===== config.mk =====
export PLATFORM = sky130hd
export DESIGN_NAME = spi_peripheral
export DESIGN_NICKNAME = d
export VERILOG_FILES = /design/src/rtl/spi_peripheral.sv
export SDC_FILE = /design/constraint.sdc
export NUM_CORES = 1
export LEC_CHECK = 0
export ABC_AREA = 1
export BUFFER_PORTS_ARGS = -buffer_cell sky130_fd_sc_hd__buf_4
export CAP_MARGIN = 0
export CORE_ASPECT_RATIO = 2
export CORE_MARGIN = 4
export CORE_UTILIZATION = 30
export CTS_BUF_LIST = sky130_fd_sc_hd__clkbuf_8
export CTS_CLUSTER_DIAMETER = 40
export DETAILED_ROUTE_END_ITERATION = 8
export PLACE_DENSITY = 0.48
export SYNTH_ARGS = -nofsm -noshare
export SYNTH_HDL_FRONTEND = slang
export SYNTH_SLANG_ARGS = --single-unit

===== constraint.sdc =====
create_clock -name clk -period 2.2 [get_ports clk]
set_clock_uncertainty 0.1 [all_clocks]
set_input_delay 0.22 -clock clk [delete_from_list [all_inputs] [get_ports clk]]
set_output_delay 0.22 -clock clk [all_outputs]
set_load 0.01 [all_outputs]

===== src/rtl/spi_peripheral.sv =====
// spi_peripheral: SPI mode-3 register-access target.
//
// A 16-bit frame, MSB first, carries {rw, addr[6:0], data[7:0]}.
// - rw = 0 (write): the data byte is presented on reg_wdata with a one-clk
//   reg_we strobe.
// - rw = 1 (read): reg_re strobes after the instruction byte, and reg_rdata
//   is shifted out on miso during the data byte.
// All SPI inputs are oversampled by clk through SYNC_STAGES-deep
// synchronizers.
//
// Register strobe protocol (no back-pressure):
// - reg_we is a one-clk pulse; reg_addr and reg_wdata are valid while it is
//   high.
// - reg_re is a one-clk pulse with reg_addr valid.
// - The register file must present reg_rdata two clk later; it is sampled
//   exactly once.
//
// Optional feature (macro SPI_PERIPHERAL_FRAME_ERR_EN): adds frame_err and
// frame_err_cnt, which report frames aborted by cs_n rising early.
//
// Ports:
//   clk, reset_n   system clock, asynchronous active-low reset
//   sclk           SPI clock (idles high)
//   cs_n           SPI chip select, active low
//   mosi           SPI data in
//   miso           SPI data out (0 whenever miso_oe = 0)
//   miso_oe        output enable for the sdio pad
//   reg_addr       register address from the instruction byte
//   reg_wdata      write data from the data byte
//   reg_we         one-clk write strobe
//   reg_re         one-clk read strobe
//   reg_rdata      read data, valid 2 clk after reg_re
//   fsm_state      current FSM state (0 IDLE, 1 INSTR, 2 DATA, 3 WAIT_CS)
//   frame_err      (optional) one-clk pulse per aborted frame
//   frame_err_cnt  (optional) saturating count of aborted frames
module spi_peripheral #(
  parameter int SYNC_STAGES = 2
) (
  input  logic       clk,
  input  logic       reset_n,
  input  logic       sclk,
  input  logic       cs_n,
  input  logic       mosi,
  output logic       miso,
  output logic       miso_oe,
  output logic [6:0] reg_addr,
  output logic [7:0] reg_wdata,
  output logic       reg_we,
  output logic       reg_re,
  input  logic [7:0] reg_rdata,
  output logic [1:0] fsm_state
`ifdef SPI_PERIPHERAL_FRAME_ERR_EN
  ,
  output logic       frame_err,
  output logic [7:0] frame_err_cnt
`endif
);

  typedef enum logic [1:0] {
    IDLE    = 2'd0,
    INSTR   = 2'd1,
    DATA    = 2'd2,
    WAIT_CS = 2'd3
  } state_t;

  localparam logic [2:0] FILL_DONE = 3'(SYNC_STAGES + 1);

  // Synchronizers plus one delay register per edge-detected signal.
  logic [SYNC_STAGES-1:0] sclk_sync;
  logic [SYNC_STAGES-1:0] cs_sync;
  logic [SYNC_STAGES-1:0] mosi_sync;
  logic                   sclk_d;
  logic                   cs_d;
  logic [2:0]             fill_cnt;
  logic                   sync_ok;

  state_t     state;
  state_t     state_nx;
  logic [3:0] bit_cnt;
  logic [7:0] shift_q;
  logic [7:0] frame_byte;
  logic       rw_q;
  logic       re_d;
  logic       tx_armed;
  logic [7:0] tx_sr;

  logic sclk_rise;
  logic sclk_fall;
  logic cs_rise;
  logic cs_fall;
  logic mosi_bit;
  logic in_frame;
  logic instr_done;
  logic data_done;
  logic abort;

  always_ff @(posedge clk or negedge reset_n) begin
    if (!reset_n) begin
      sclk_sync <= '1;
      cs_sync   <= '1;
      mosi_sync <= '0;
      sclk_d    <= 1'b1;
      cs_d      <= 1'b1;
      fill_cnt  <= 3'd0;
    end else begin
      sclk_sync <= {sclk_sync[SYNC_STAGES-2:0], sclk};
      cs_sync   <= {cs_sync[SYNC_STAGES-2:0], cs_n};
      mosi_sync <= {mosi_sync[SYNC_STAGES-2:0], mosi};
      sclk_d    <= sclk_sync[SYNC_STAGES-1];
      cs_d      <= cs_sync[SYNC_STAGES-1];
      if (fill_cnt != FILL_DONE) begin
        fill_cnt <= fill_cnt + 3'd1;
      end
    end
  end

  // Edges are trusted only once the chain holds real samples.
  // This stops the reset value of the cs_n chain from producing a
  // false falling edge when cs_n is already low at reset release.
  assign sync_ok   = (fill_cnt == FILL_DONE);
  assign sclk_rise = sync_ok &  sclk_sync[SYNC_STAGES-1] & ~sclk_d;
  assign sclk_fall = sync_ok & ~sclk_sync[SYNC_STAGES-1] &  sclk_d;
  assign cs_rise   = sync_ok &  cs_sync[SYNC_STAGES-1]   & ~cs_d;
  assign cs_fall   = sync_ok & ~cs_sync[SYNC_STAGES-1]   &  cs_d;
  // The mosi chain has the same depth as the sclk chain, so the bit read
  // here is the one present at the sclk rising edge.
  assign mosi_bit  = mosi_sync[SYNC_STAGES-1];

  assign in_frame   = (state == INSTR) || (state == DATA);
  assign frame_byte = {shift_q[6:0], mosi_bit};
  assign instr_done = (state == INSTR) && !cs_rise && sclk_rise && (bit_cnt == 4'd7);
  assign data_done  = (state == DATA)  && !cs_rise && sclk_rise && (bit_cnt == 4'd15);
  assign abort      = cs_rise && in_frame;
  assign fsm_state  = state;

  always_ff @(posedge clk or negedge reset_n) begin
    if (!reset_n) begin
      state <= IDLE;
    end else begin
      state <= state_nx;
    end
  end

  always_comb begin
    state_nx = state;
    case (state)
      IDLE:    if (cs_fall) state_nx = INSTR;
      INSTR:   if (cs_rise) state_nx = IDLE;
               else if (instr_done) state_nx = DATA;
      DATA:    if (cs_rise) state_nx = IDLE;
               else if (data_done) state_nx = WAIT_CS;
      WAIT_CS: if (cs_rise) state_nx = IDLE;
      default: state_nx = IDLE;
    endcase
  end

  always_ff @(posedge clk or negedge reset_n) begin
    if (!reset_n) begin
      bit_cnt   <= 4'd0;
      shift_q   <= 8'd0;
      rw_q      <= 1'b0;
      reg_addr  <= 7'd0;
      reg_wdata <= 8'd0;
      reg_we    <= 1'b0;
      reg_re    <= 1'b0;
      re_d      <= 1'b0;
      tx_armed  <= 1'b0;
      tx_sr     <= 8'd0;
      miso      <= 1'b0;
      miso_oe   <= 1'b0;
    end else begin
      reg_we <= 1'b0;
      reg_re <= 1'b0;
      re_d   <= reg_re;

      if (state == IDLE && cs_fall) begin
        bit_cnt  <= 4'd0;
        tx_armed <= 1'b0;
      end

      if (in_frame && sclk_rise && !cs_rise) begin
        shift_q <= frame_byte;
        bit_cnt <= bit_cnt + 4'd1;
      end

      if (instr_done) begin
        reg_addr <= frame_byte[6:0];
        rw_q     <= frame_byte[7];
        reg_re   <= frame_byte[7];
      end

      if (data_done && !rw_q) begin
        reg_wdata <= frame_byte;
        reg_we    <= 1'b1;
      end

      // Read data arrives two clk after reg_re and is only loaded while
      // the frame that asked for it is still in its data phase.
      if (re_d && state == DATA) begin
        tx_sr    <= reg_rdata;
        tx_armed <= 1'b1;
      end

      // The first falling edge after the load enables the pad and shows
      // bit7. Falls in WAIT_CS are ignored, so bit0 is held to the end.
      if (sclk_fall && state == DATA && tx_armed) begin
        miso_oe <= 1'b1;
        miso    <= tx_sr[7];
        tx_sr   <= {tx_sr[6:0], 1'b0};
      end

      // cs_n rising ends every frame and takes priority over sclk activity.
      if (cs_rise) begin
        miso_oe  <= 1'b0;
        miso     <= 1'b0;
        tx_armed <= 1'b0;
      end
    end
  end

`ifdef SPI_PERIPHERAL_FRAME_ERR_EN
  always_ff @(posedge clk or negedge reset_n) begin
    if (!reset_n) begin
      frame_err     <= 1'b0;
      frame_err_cnt <= 8'd0;
    end else begin
      frame_err <= abort;
      if (abort && frame_err_cnt != 8'hFF) begin
        frame_err_cnt <= frame_err_cnt + 8'd1;
      end
    end
  end
`else
  logic unused_abort;
  assign unused_abort = abort;
`endif

endmodule

**Yosys cells after proc, flatten, opt, wreduce, memory -nomap -nowiden**

Index checks and enable logic that the tools add are counted.

- Eq/ne operators: 11
- Mux-type cells: 20
- $add $sub $neg: 2
- Bitwise operators: 12
- Reductions and logical operators: 22

Operator list:

| cell | number |
|---|---|
| 8-bit two-way mux | 2 |
| 1-bit logical AND | 13 |
| 2-bit two-way mux | 6 |
| 1-bit two-way mux | 9 |
| 1-bit AND | 8 |
| 4-bit two-way mux | 2 |
| 2-bit case mux with 4 select lines | 1 |
| 3-bit inequality test (second input constant) | 2 |
| 2-bit nonzero test | 3 |
| 4-bit by 1-bit adder with 4-bit output (second input constant) | 1 |
| 2-bit == test (second input constant) | 2 |
| 4-bit by 3-bit == test with 1-bit output (second input constant) | 1 |
| 4-bit == test (second input constant) | 1 |
| 2-bit inequality test (second input constant) | 2 |
| 1-bit inverter | 4 |
| 4-bit AND reduction | 1 |
| 3-bit by 1-bit adder with 3-bit output (second input constant) | 1 |
| 3-bit by 2-bit == test with 1-bit output (second input constant) | 1 |
| 3-bit by 2-bit inequality test with 1-bit output (second input constant) | 1 |
| 3-bit nonzero test | 1 |
| 2-bit by 1-bit == test with 1-bit output (second input constant) | 1 |
| 1-bit zero test | 2 |
| 2-bit zero test | 1 |
| 1-bit logical OR | 1 |

- Register bits: 54
- Output and inout port bits: 21

**Longest topological paths before layout**

Gate-level depths: netlist (run 1).

- Depth after elaboration: 10
- Mapped depth: 11

**Least setup slack after synthesis (run 1)**

Ideal clock, no wire load.

- Path type: register to register
- Start point: register fill_cnt[0]
- End point: register reg_addr[6]
- Library setup time: 127 ps
- Slack: 456 ps
- Arrival: 1,518 ps
- Cell stages (with the launch flop): 11
- Clock period less this slack: 1,744 ps
- Path buffers: 2
- Cells stage by stage: dfrtp_1 > ha_1 > ha_1 > buf_6 > nand2_2 > nor2_4 > nor2_2 > nand3_2 > buf_2 > nand2_1 > o21ai_0

- Cells in the longest elaborated chain, start to end: 7
- Elaborated cells between the ends (all ways): 9
- Those cells by class: eq/ne: 1; bitwise: 4; reduce/logical: 4

RTL lines:

| element | line | source |
|---|---|---|
| from (decl) | 74 | `logic [2:0] fill_cnt;` |
| from (signal assigned) | 112 | `fill_cnt <= fill_cnt + 3'd1;` |
| 3-bit by 2-bit == test with 1-bit output * | 120 | `assign sync_ok = (fill_cnt == FILL_DONE);` |
| 1-bit AND (2 in series) | 123 | `assign cs_rise = sync_ok & cs_sync[SYNC_STAGES-1] & ~cs_d;` |
| 1-bit zero test | 131 | `assign instr_done = (state == INSTR) && !cs_rise && sclk_rise && (bit_cnt == 4'd7);` |
| 1-bit logical AND | 131 |  |
| 1-bit logical AND * (2 in series) | 131 |  |
| to (signal assigned) | 187 | `reg_addr <= frame_byte[6:0];` |
| to (decl) | 46 | `output logic [6:0] reg_addr,` |

Mark *: on every way between the ends. The rest lies on a longest branch, timed or not.
A chain may end at the register's enable or synchronous reset.

**Worst setup path after layout (run 1)**

- Start point: register fill_cnt[0]
- End point: register reg_wdata[6]

- Cells in the longest elaborated chain, start to end: 8
- Elaborated cells between the ends (all ways): 10
- Those cells by class: eq/ne: 1; bitwise: 4; reduce/logical: 5

RTL lines:

| element | line | source |
|---|---|---|
| 3-bit by 2-bit == test with 1-bit output * | 120 |  |
| 1-bit AND (2 in series) | 123 |  |
| 1-bit zero test | 132 | `assign data_done = (state == DATA) && !cs_rise && sclk_rise && (bit_cnt == 4'd15);` |
| 1-bit logical AND | 132 |  |
| 1-bit logical AND * (2 in series) | 132 |  |
| 1-bit logical AND * | 192 | `if (data_done && !rw_q) begin` |
| to (signal assigned) | 193 | `reg_wdata <= frame_byte;` |
| to (decl) | 47 | `output logic [7:0] reg_wdata,` |

Marked as above.

==> results of run 1 <==
## layer usage
| layer | track usage | vias up | routed length [um] |
|---|---|---|---|
| li1 | - | 829 | - |
| met5 | 0 | - | 0 |
| met2 | 0.213 | 21 | 2710 |
| met3 | 0.0274 | 5 | 164 |
| met4 | 0.0544 | 0 | 111 |
| met1 | 0.121 | 770 | 1820 |
## power breakdown
| group | internal, mW | switching (mW) |
|---|---|---|
| clock network | 0.341 | 0.334 |
| logic | 0.199 | 0.324 |
| registers | 1.10 | 0.0844 |
| total | 1.64 | 0.742 |
## layout make-up
class | count | share of cell area
Sequential cell | 54 | 0.481
Multi-Input combinational cell | 148 | 0.301
Timing Repair Buffer | 38 | 0.105
Tap cell | 94 | 0.0416
Inverter | 24 | 0.0319
Clock buffer | 5 | 0.0244
Clock inverter | 3 | 0.0155
## timing repair
| action | in CTS | in global routing |
|---|---|---|
| endpoints found under the setup margin | 0 | 9 |
| gates resized for setup | 0 | 1 |
| hold buffers | 4 | 0 |
| hold endpoints to repair | 51 | 0 |
## per-stage QoR
step / std cells / worst slack (ns) / power (mW)
finish: 366 / 0.254 / 2.38
global route: 366 / 0.0515 / 2.57
CTS: 366 / 0.0952 / 2.44
detailed placement: 354 / 0.104 / 1.74
global placement: 354 / 0.167 / 1.74
floorplan: 231 / 0.456 / 1.56
## placed cells by master (no fill, tap or decap), drive strengths merged, types with 2 or more instances in the layout
| cell | netlist | final |
|---|---|---|
| clkinv | 1 | 2 |
| dfstp | 6 | 6 |
| nand2 | 54 | 54 |
| ha | 7 | 7 |
| nor3 | 2 | 2 |
| clkbuf | 0 | 5 |
| o21ai | 26 | 26 |
| inv | 23 | 24 |
| buf | 5 | 34 |
| nor2 | 12 | 12 |
| dlygate4sd3 | 0 | 4 |
| a21oi | 4 | 4 |
| dfrtp | 48 | 48 |
| nand3 | 36 | 36 |
| nand4 | 3 | 3 |
## worst register-to-register path, cell delays in order, from the launching register on
cell     delay [ns]
dfrtp_1        0.37
ha_1           0.16
ha_2           0.32
nand2_4        0.10
nor2_8         0.13
nand2_2        0.07
nor2_2         0.09
nand2_2        0.26
nand2_1        0.17
o21ai_2        0.06
## synth_stat cells
master    count
nand2_2       4
nor3_4        1
o21ai_2       8
a21oi_2       1
clkinv_1      1
o22ai_1       1
dfstp_2       6
xnor2_1       1
nor2_8        1
o21ai_1       3
nand4_1       3
o21ai_0      15
nand3_1      33
nand3_2       2
nor3_1        1
nor2_1        8
buf_6         3
nor2_2        2
nand3_4       1
nand2_4       2
nor2_4        1
a21oi_1       3
o21bai_1      1
inv_1        22
nand2_1      48
dfrtp_1      48
ha_1          7
buf_2         2
xor2_1        1
inv_2         1
## registers in the layout, indices dropped and copies added (netlist names), 2 cells and up
signal     flops
reg_wdata      8
tx_sr          8
reg_addr       7
shift_q        7
bit_cnt        4
fill_cnt       3
cs_sync        2
fsm_state      2
mosi_sync      2
sclk_sync      2
## worst min-delay path by stage
stage	start	end	slack, ns
floorplan	reset_n	bit_cnt[0]	-0.18
global placement	reset_n	reg_wdata[1]	0.23
detailed placement	reset_n	reg_wdata[1]	0.22
CTS	reg_rdata[3]	tx_sr[3]	0.03
global route	reg_rdata[3]	tx_sr[3]	0.04
finish	reg_rdata[3]	tx_sr[3]	0.04
## cell families (layout without fill, tap and decap cells)
family	Yosys count	count (layout)	share of synthesized area
DFF	54	54	0.581
and+or+nand+nor	107	107	0.233
adders and majority gates	7	7	0.0374
xor gates and xnor gates	2	2	0.00749
AOI/OAI and AO/OA	32	32	0.0845
buffers and inverters	29	70	0.0572
==> metrics.yaml, run 1 <==
drt:
  wl_um: 4800
  drcViolationCount: 0
  firstDrtPassIters: 4
  final_antenna_net_count: 0
  vias_per_cell: 4.44
  drt_iter0_drc: 45
  vias: 1625
  detail_route.wl_per_cell_um: 13.1
critical_path:
  path_max_fanout: 17
  r2r-end: "reg_wdata[6]"
  r2r-start: "fill_cnt[0]"
  path_cells: "ha_1 -> ha_2 -> nand2_4 -> nor2_8 -> nand2_2 -> nor2_2 -> nand2_2 -> nand2_1 -> o21ai_2"
  startpoint: "fill_cnt[0]"
  cpMostUsedCell: "nand2_2"
  critPathSlowestCell: "dfrtp_1"
  slowest_delay_ns: 0.37
  arrival_ns: 2.04
  worst-path-stages: 9
  cp.required_ns: 2.30
  endpoint: "reg_wdata[6]"
  crit_path_end_kind: "flip-flop"
  cp-start-kind: "flip-flop"
  r2r_slack_ns: 0.25
  critical_path_buf_inv_count: 0
  cpLargestDelayFamily: "simple AND/OR/NAND/NOR gates"
  path_class: "reg2reg"
  reg2reg_depth: 9
cts:
  clock_latency_ns: 0.32
  cts_max_level: 2
  numCtsBuffers: 5
  post-cts-setup-buffers: 0
  clk_pin_slew_ns: 0.09
  clock-sinks: 54
  clk_path_buf_depth: 2
  cts_root_buf: "clkbuf_8"
  cts_tree: "done"
timing:
  max_slew.worst_pin.slew_ns: 0.683
  hold_ws_ns: 0.0428
  rsz0062_at_grt: "false"
  period_needed_ns: 1.95
  max-slew-margin-rel: 0.545
  finalSetupTns_ns: 0
  hold_viol_final: 0
  fin_crit_sh: 0.885
  maxSlewViolCount: 0
  setup_viol: 0
  clock.fmax_ghz: 0.514
layout:
  fillers: 788
  fin_area_um2: 2820
  antenna_cells: 0
  drive_gt1_frac: 0.268
  finalNetCount: 291
  utilization: 0.372
  syn_to_final_growth_pct: 20.7
  multi_input_area_um2: 850
  seq_area_um2: 1360
logic_synthesis:
  synth_top_area_share: 0.513
  synth_area_um2: 2340
  synth_cell_type_count: 30
  synth_top_cells_by_area: "dfrtp_1 51%, nand2_1 7.7%, nand3_1 7.1%, dfstp_2 6.7%, ha_1 3.7%"
  synth_seq_cells: 54
  syn_inst: 231
  seq_area_frac_synth: 0.581
  synth_area_leader_cell: "dfrtp_1"
  synth_nets: 251
  synth_area_per_cell_um2: 10.1
  synth_warnings: 0
global_routing:
  grt_usage: 0.116
  grt_pass1_wl_um: 8490
  overflow: 0
  antenna_found_initial: 0
  grt_pass1_vias: 1776
  grt_max_degree: 55
die:
  design.die.area_um2: 9360
  placeableCoreArea_um2: 7600
  initial_core_util: 0.308
  die_h_um: 133
  io_pins: 34
  die_width_um: 70.4
  rows: 45
outcome:
  status: "finished, final reports clean"
worst_hold_path:
  hold_class: "in2reg"
  hold_depth: 3
place:
  gp_congestion: 0.741
  numPortBuffers: 33
  post-dp-hpwl_um: 3520
  dpl_cell_area_um2: 2670
power:
  p_leak_nw: 1.35
  power_density_nw_per_um2: 844
  ir_drop_mv: 0.526
job:
  max_cap_violations: 0
No activity file was read; power rests on OpenSTA's default activity.
==> inputs of run 2 (changes only) <==
Settings changed: CORE_UTILIZATION 30 to 41, PLACE_DENSITY 0.48 to 0.61.
==> run 2 against run 1 <==
Effect of this change:
- worst setup slack improved by 0.025 ns
- final cell count fell by 9.3%
- hold slack improved by 0.012 ns
- fmax rose by 1.3%
- combinational power fell by 0.8%
- critical path depth did not move
- first-iteration DRC count rose by 73%
- non-clock buffer count did not move
- largest power group unchanged
==> metrics.yaml, run 2 (synthesis gave the netlist of run 1 again) <==
timing:
  finalSetupTns_ns: 0
  maxSlewViolCount: 0
  max-slew-margin-rel: 0.554
  setup_viol: 0
  rsz0062_at_grt: "false"
  period_needed_ns: 1.92
  hold_viol_final: 0
  fin_crit_sh: 0.873
  clock.fmax_ghz: 0.521
  max_slew.worst_pin.slew_ns: 0.669
layout:
  most-common-layout-cells: "48 x nand2_1, 48 x dfrtp_1, 34 x buf_4"
  syn_to_final_growth_pct: 20.2
  antenna_cells: 0
  top_regs: "reg_wdata: 8 flops, tx_sr: 8 flops"
  finalNetCount: 291
  fin_area_um2: 2810
  drive_gt1_frac: 0.268
  fillers: 516
critical_path:
  crit_path_end_kind: "flip-flop"
  r2r-start: "fill_cnt[0]"
  cp.required_ns: 2.29
  path_max_fanout: 17
  r2r_slack_ns: 0.28
  arrival_ns: 2.01
  reg2reg_depth: 9
  startpoint: "fill_cnt[0]"
  endpoint: "reg_wdata[0]"
  cp-start-kind: "flip-flop"
  r2r-end: "reg_wdata[0]"
  path_class: "reg2reg"
global_routing:
  grt_usage: 0.141
  grt_max_degree: 55
  grt_pass1_vias: 1615
  grt_pass1_wl_um: 7470
  antenna_found_initial: 0
  overflow: 0
die:
  initial_core_util: 0.428
  die_h_um: 115
  io_pins: 34
  design.die.area_um2: 7050
  rows: 38
  die_width_um: 61.4
  placeableCoreArea_um2: 5470
drt:
  drt_iter0_drc: 78
  drcViolationCount: 0
  firstDrtPassIters: 4
  vias_per_cell: 4.97
  vias: 1650
  detail_route.wl_per_cell_um: 13.6
  final_antenna_net_count: 0
  wl_um: 4510
power:
  finalPower_mw: 2.51
  p_leak_nw: 1.36
  power_density_nw_per_um2: 892
  ir_drop_mv: 0.593
cts:
  cts_root_buf: "clkbuf_8"
  clk_path_buf_depth: 2
  clock-sinks: 54
  clock_latency_ns: 0.30
  cts_max_level: 2
  clk_pin_slew_ns: 0.09
  numCtsBuffers: 5
  cts_tree: "done"
job:
  max_cap_violations: 0
place:
  post-dp-hpwl_um: 3290
  gp_congestion: 0.782
  numPortBuffers: 33
  dpl_cell_area_um2: 2630
outcome:
  status: "finished, final reports clean"
worst_hold_path:
  hold_class: "in2reg"
-- run 2: routing by layer --
layer / vias up / GRT usage / share of wire
met5: - / 0 / 0
met4: 0 / 0.0538 / 0.013
met3: 4 / 0.0270 / 0.032
met2: 23 / 0.256 / 0.57
met1: 796 / 0.155 / 0.39
li1: 827 / - / -
-- run 2: area by class of cell --
cell class / count / area, um^2 / share of cell area
sequential: 54 / 1360 / 0.483
timing repair buffer: 38 / 295 / 0.105
tap: 60 / 75.1 / 0.0267
clock buffer: 6 / 82.6 / 0.0294
multi-input combinational: 148 / 850 / 0.302
inverter: 24 / 90.1 / 0.0320
clock inverter: 2 / 60.1 / 0.0214
-- run 2: stage by stage --
step           hold slack (ns)  setup WS (ns)  utilization  instances
3_5_place_dp             0.208          0.161        0.480        320
3_3_place_gp             0.207          0.243        0.480        320
5_1_grt                 0.0626         0.0952        0.514        332
4_1_cts                 0.0489          0.146        0.514        332
6_report                0.0553          0.279        0.514        332
2_1_floorplan           -0.176          0.456            -        231
-- run 2: how the worst min path moves through the flow --
stage	from	end	cells after the start	slack, ns
after floorplan	reset_n	bit_cnt[0]	0	-0.18
after global placement	reset_n	fill_cnt[1]	1	0.21
after detailed placement	reset_n	fill_cnt[1]	1	0.21
after CTS	reg_rdata[3]	tx_sr[3]	3	0.05
after global routing	reg_rdata[7]	tx_sr[7]	3	0.06
final	reg_rdata[3]	tx_sr[3]	3	0.06
-- run 2: power by group --
part           switching [mW]  internal [mW]
Clock                   0.315          0.485
Combinational           0.322          0.198
Sequential             0.0865           1.10
Total                   0.723           1.78
-- run 2: what timing repair did --
| item | CTS | global route |
|---|---|---|
| setup endpoints to repair | 0 | 3 |
| buffers inserted | 0 | 0 |
| hold buffers | 4 | 0 |
| endpoints found under the hold margin | 51 | 0 |
| resized for setup | 0 | 1 |
-- run 2: worst max-delay path: stages (launching register included) --
cell and delay, ns:
dfrtp_1 0.38, ha_1 0.17, ha_2 0.31, nand2_4 0.09, nor2_8 0.13, nand2_2 0.07, nor2_2 0.09, nand2_2 0.23
nand2_1 0.16, o21ai_2 0.06
